File: config.mk
export PLATFORM = sky130hd
export DESIGN_NAME = mac_seq_divider
export DESIGN_NICKNAME = d
export VERILOG_FILES = /design/src/rtl/mac_seq_divider.sv
export SDC_FILE = /design/constraint.sdc
export NUM_CORES = 1
export LEC_CHECK = 0
export BUFFER_PORTS_ARGS = -buffer_cell sky130_fd_sc_hd__buf_4
export CAP_MARGIN = 20
export CORE_ASPECT_RATIO = 1.25
export CORE_MARGIN = 3
export CORE_UTILIZATION = 30
export CTS_CLUSTER_DIAMETER = 100
export DETAILED_ROUTE_END_ITERATION = 10
export SETUP_SLACK_MARGIN = 0.1
export SLEW_MARGIN = 20
export SYNTH_ARGS = -nofsm -noshare
export SYNTH_HDL_FRONTEND = slang
export SYNTH_SLANG_ARGS = --single-unit
export TNS_END_PERCENT = 100
File: constraint.sdc
create_clock -name clk -period 5.45 [get_ports clk]
set_input_delay 1.09 -clock clk [delete_from_list [all_inputs] [get_ports clk]]
set_output_delay 1.09 -clock clk [all_outputs]
set_load 0.03 [all_outputs]
File: src/rtl/mac_seq_divider.sv
// mac_seq_divider: sequential restoring divider, one quotient bit per clock.
// Unsigned DIVIDEND_W-bit dividend / DIVISOR_W-bit divisor -> quotient and remainder,
// with valid/ready handshakes on both the operand and result sides.
//
// Ports:
//   clk, rst_n           clock, asynchronous active-low reset
//   in_valid, in_ready   operand handshake (in_ready high only in IDLE)
//   dividend, divisor    unsigned operands, sampled on the accept edge
//   out_valid, out_ready result handshake (out_valid high only in DONE)
//   quotient, remainder  result; all-ones / dividend LSBs for a zero divisor
//   div_by_zero          result came from a zero divisor
//   busy                 high while iterating
module mac_seq_divider #(
    parameter int unsigned DIVIDEND_W = 16,
    parameter int unsigned DIVISOR_W  = 8
) (
    input  logic                  clk,
    input  logic                  rst_n,
    input  logic                  in_valid,
    output logic                  in_ready,
    input  logic [DIVIDEND_W-1:0] dividend,
    input  logic [DIVISOR_W-1:0]  divisor,
    output logic                  out_valid,
    input  logic                  out_ready,
    output logic [DIVIDEND_W-1:0] quotient,
    output logic [DIVISOR_W-1:0]  remainder,
    output logic                  div_by_zero,
    output logic                  busy
);

    localparam int unsigned CntW = $clog2(DIVIDEND_W + 1);
    localparam logic [CntW-1:0] CntInit = CntW'(DIVIDEND_W);

    typedef enum logic [1:0] {StIdle, StCalc, StDone} state_e;

    state_e                state_q, state_d;
    logic [DIVIDEND_W-1:0] q_q, q_d;
    // The partial remainder is always < divisor between iterations, so its extra
    // (DIVISOR_W+1)th bit is zero and only exists inside the shifted value p_shift.
    logic [DIVISOR_W-1:0]  p_q, p_d;
    logic [DIVISOR_W-1:0]  d_q, d_d;
    logic [CntW-1:0]       cnt_q, cnt_d;
    logic                  dbz_q, dbz_d;

    logic [DIVISOR_W:0]    p_shift;
    logic [DIVISOR_W-1:0]  p_sub;
    logic                  ge;

    always_comb begin
        p_shift = {p_q, q_q[DIVIDEND_W-1]};
        ge      = (p_shift >= {1'b0, d_q});
        // When ge holds the true difference is < divisor, so the low bits suffice.
        p_sub   = p_shift[DIVISOR_W-1:0] - d_q;
    end

    always_comb begin
        state_d = state_q;
        q_d     = q_q;
        p_d     = p_q;
        d_d     = d_q;
        cnt_d   = cnt_q;
        dbz_d   = dbz_q;
        unique case (state_q)
            StIdle: begin
                if (in_valid) begin
                    d_d = divisor;
                    if (divisor != '0) begin
                        q_d     = dividend;
                        p_d     = '0;
                        cnt_d   = CntInit;
                        dbz_d   = 1'b0;
                        state_d = StCalc;
                    end else begin
                        q_d     = '1;
                        p_d     = dividend[DIVISOR_W-1:0];
                        cnt_d   = '0;
                        dbz_d   = 1'b1;
                        state_d = StDone;
                    end
                end
            end
            StCalc: begin
                q_d    = q_q << 1;
                q_d[0] = ge;
                p_d    = ge ? p_sub : p_shift[DIVISOR_W-1:0];
                cnt_d  = cnt_q - 1'b1;
                if (cnt_q == CntW'(1)) begin
                    state_d = StDone;
                end
            end
            StDone: begin
                if (out_ready) begin
                    state_d = StIdle;
                end
            end
            default: state_d = StIdle;
        endcase
    end

    always_ff @(posedge clk or negedge rst_n) begin
        if (!rst_n) begin
            state_q <= StIdle;
            q_q     <= '0;
            p_q     <= '0;
            d_q     <= '0;
            cnt_q   <= '0;
            dbz_q   <= 1'b0;
        end else begin
            state_q <= state_d;
            q_q     <= q_d;
            p_q     <= p_d;
            d_q     <= d_d;
            cnt_q   <= cnt_d;
            dbz_q   <= dbz_d;
        end
    end

    assign in_ready    = (state_q == StIdle);
    assign busy        = (state_q == StCalc);
    assign out_valid   = (state_q == StDone);
    assign quotient    = q_q;
    assign remainder   = p_q;
    assign div_by_zero = dbz_q;

endmodule
After elaboration in Yosys (flattened, before gate mapping) --
Cells that the tools add are included.
Storage, ports and cells: flip-flop bits (word level) 40, bits of input ports 28, output and inout bits 28, word-level logic and storage cells 37
Operators by class: add/sub/neg operators 2, magnitude comparators 1, eq/ne operators 6, muxes and demuxes 16, reductions and logical operators 6
Operators with widths (number):
- $mux 16 | 2
- $pmux 16 s2 | 1
- $mux 8 | 3
- $pmux 8 s2 | 1
- $mux 5 | 2
- $pmux 5 s2 | 1
- $ge 9x8->1 | 1
- $mux 2 | 4
- $reduce_bool 8->1 | 1
- $sub 8x8->8 | 1
- $pmux 2 s3 | 1
- $eq 5x1->1 const B | 1
- $sub 5x1->5 const B | 1
- $ne 2x1->1 const B | 2
- $reduce_and 2->1 | 2
- $reduce_and 3->1 | 1
- $eq 2x1->1 const B | 1
- $eq 2x2->1 const B | 1
- $logic_not 2->1 | 1
- $ne 2x2->1 const B | 1
- $reduce_bool 2->1 | 1
- $mux 1 | 1

Longest topological paths before layout --
word-level depth 4, gate-level depth with buffers 8, mapped depth without buffers 8

Worst setup path before layout --
Ideal clock, no wire load.
path type in2reg, start point input port divisor[5], end point register p_q[7] (netlist: remainder[7]), setup time 73 ps, arrival time 2165 ps, required time 5377 ps, path slack 3212 ps, stages 6, path buffers 1, cells stage by stage nor4_4 and3_1 buf_6 a211oi_2 a221o_1 a21oi_2
On the way: cells in the longest elaborated chain, start to end 4
RTL lines:
- start: declaration | RTL line 22 | input logic [DIVISOR_W-1:0] divisor,
- $reduce_bool 8->1 | RTL line 67 | if (divisor != '0) begin
- $mux 8 | RTL line 67
- $mux 8 | RTL line 65 | if (in_valid) begin
- $pmux 8 s2 | RTL line 63 | unique case (state_q)
- end signal: assignment | RTL line 111 | p_q <= p_d;
- end: declaration | RTL line 40 | logic [DIVISOR_W-1:0] p_q, p_d;
Every way passes these cells. The select of a mux whose other input is x is not followed. A chain may end at the register's enable or synchronous reset.

Final worst setup path --
start point register state_q[0], end point output port busy
On the way: cells in the longest elaborated chain, start to end 1
RTL lines:
- start: declaration | RTL line 36 | state_e state_q, state_d;
- start signal: assignment | RTL line 102 | state_q <= StIdle;
- start signal: assignment | RTL line 109 | state_q <= state_d;
- $eq 2x1->1 | RTL line 119 | assign busy = (state_q == StCalc);
- end: declaration | RTL line 28 | output logic busy
Every way passes these cells.

==> flow_summary.ini <==
[cts]
cts_hold_buf = 0
worstSkewPairLatency_ps = 300
cts_made_buffers = 5
cts_root_buf = clkbuf_8
tritoncts = yes
cts_post_setup_buffers_inserted = 0
clkTransAtPathRegs_ps = 80
clk_path_buf_depth = 2
cts_resized = 0
htreeDepth = 2
numClockSinks = 40

[timing]
finalHoldViolations = 0
slew_headroom = 0.503
final-max-slew-violation-count = 0
fin_crit_sh = 0.530
tns_ps = 0
worstMarginPinSlew_ps = 744
clock_skew_ps = 3.14
finalSetupViolCount = 0
rsz0062_at_grt = false
fmax_mhz = 346
min_period_ps = 2890

[synth]
synth_ff_type = dfrtp_1
netlist_area_um2 = 2310
syn-instance-count = 250
syn_area_per_cell_um2 = 9.24
synthMostInstantiatedCell = dfrtp_1
synthArstFlopShare = 1.00
yosysTopAreaCell = dfrtp_1
synth_edf_count = 0
yosysSeqAreaShare = 0.433
yosysTopAreaCellShare = 0.433
yosys.cell_types.count = 48
ys_seq_elements = 40
synth.area.top_cells = dfrtp_1 43%, nand2_1 5.8%, ha_1 5.4%
synth_warnings = 0
yosys-top-cells-count = 40 x dfrtp_1, 36 x nand2_1, 23 x o21ai_0
syn-num-nets = 289

[drt]
drc = 0
postRouteAntennaNets = 0
vias = 2040
vias_per_cell = 5.19
wire_per_inst_um = 15.4
firstDrtPassIters = 4
drt-total-wl_um = 6040
drt_iter0_markers = 74

[critical_path]
worstSetupPathType = flip-flop to output pin
end_kind = output pin
critPathLaunchType = flip-flop
cp.required_ps = 4360
r2r_slack_ps = 2900
rr_startpoint = state_q[0]
reg2regPathDepth = 6
r2r-end = quotient[3]
cp_max_fo = 41
worstPathArrival_ps = 1800

[die]
start_util = 0.310
num_io_pins = 56
dieHeight_um = 104
row_count = 35
core_um2 = 7440
die_width_um = 84.5
die_area_um2 = 8800

[layout]
drive_gt1_frac = 0.262
antenna_cells = 0
syn2layout_area_growth_pct = 24.4
layout.area.seq_um2 = 1000
fillers = 796
instances_no_fill = 393
multi_input_area_um2 = 1180
layout.nets = 339

[place]
dp_cells = 385
globalplace.congestion = 0.796
port_buffers = 55
dp_hpwl_um = 4470

[grt]
grt_use_met1 = 0.187
grt_max_degree = 42
grt_pass1_wl_um = 10000
met3_usage = 0.0206
grt_pass1_vias = 2036
gr-total-overflow = 0
grt_use_total = 0.139
top_usage_layer = met2
use_met2 = 0.228
antenna_found_initial = 0

[hold_path]
worstHoldPathCells = 2
min_path_type = flip-flop to flip-flop
holdPathEnd = div_by_zero
hp-start = div_by_zero

[power]
power_frac_comb = 0.634
switchingPower_w = 0.00111
clock_power_share = 0.109
p_per_area_nw_per_um2 = 791
power.internal_w = 0.00117
max-vdd-ir-drop_mv = 0.354
p_leak_nw = 1.29
switching_share = 0.486
p_seq_frac = 0.257

[job]
cap_violations = 0

[run_status]
status = finished clean
-- cell families after synthesis --
family,count (synthesis),share of synthesized area
AOI/OAI and AO/OA,84,0.237
xor gates and xnor gates,4,0.0152
adders and majority gates,11,0.0628
buffers and inverters,27,0.0568
DFF,40,0.433
muxes,3,0.0130
and+or+nand+nor,81,0.182
-- registers in the layout, summed over array words and instances, names as in the netlist --
signal,flops
cnt_q,5
d_q,8
div_by_zero,1
quotient,16
remainder,8
state_q,2
-- power by group through the flow --
stage,sequential [W],clock (W),combinational [W]
global route,0.000605,0.000263,0.00160
finish,0.000584,0.000248,0.00144
detailed placement,0.000587,0,0.00145
floorplan,0.000725,0,0.000942
CTS,0.000584,0.000253,0.00146
global placement,0.000591,0,0.00141
-- layout make-up --
class	instances	share of cell area
Multi-Input combinational cell	183	0.410
Sequential cell	40	0.348
Timing Repair Buffer	55	0.144
Tap cell	92	0.0400
Clock buffer	5	0.0239
Inverter	15	0.0196
Clock inverter	3	0.0148
-- cell usage in the layout, fill, tap and decap left out, drive strengths merged, types with 2 or more instances in the layout --
cell type,count
a211oi,4
a21oi,13
a311o,3
and3,3
buf,55
clkbuf,5
dfrtp,40
ha,10
inv,15
mux2i,3
nand2,37
nand2b,4
nand3,8
nor2,14
nor2b,4
nor3,4
nor4,2
o211ai,2
o21ai,33
o221ai,2
o22ai,18
xnor2,3
-- worst max-delay path: stages, from the launching register on --
cell	delay, ps
dfrtp_1	530
nand2b_4	170
inv_2	510
buf_4	280
-- worst max-delay path by stage --
stage	end	slack, ps	start	cells after the start
after global placement	quotient[12]	2690	in_valid	6
after CTS	busy	2550	state_q[0]	3
after detailed placement	quotient[6]	2600	in_valid	6
after floorplan	remainder[7]	3210	divisor[5]	6
after global routing	busy	2460	state_q[0]	3
final	busy	2560	state_q[0]	3
-- per-stage QoR --
stage	area [um2]	util	worst slack [ps]	total power, W	hold WS [ps]
floorplan	2310	-	3210	0.00167	450
global placement	2760	0.371	2690	0.00200	465
detailed placement	2760	0.371	2600	0.00203	472
CTS	2880	0.386	2550	0.00229	491
global route	2880	0.386	2460	0.00246	529
finish	2880	0.386	2560	0.00227	484
-- routing by layer --
layer / up-vias / part of all wire
met3: 5 / 0.041
met1: 987 / 0.46
met5: - / 0
met2: 51 / 0.48
met4: 0 / 0.013
li1: 997 / -
(Power assumes the default switching activity.)
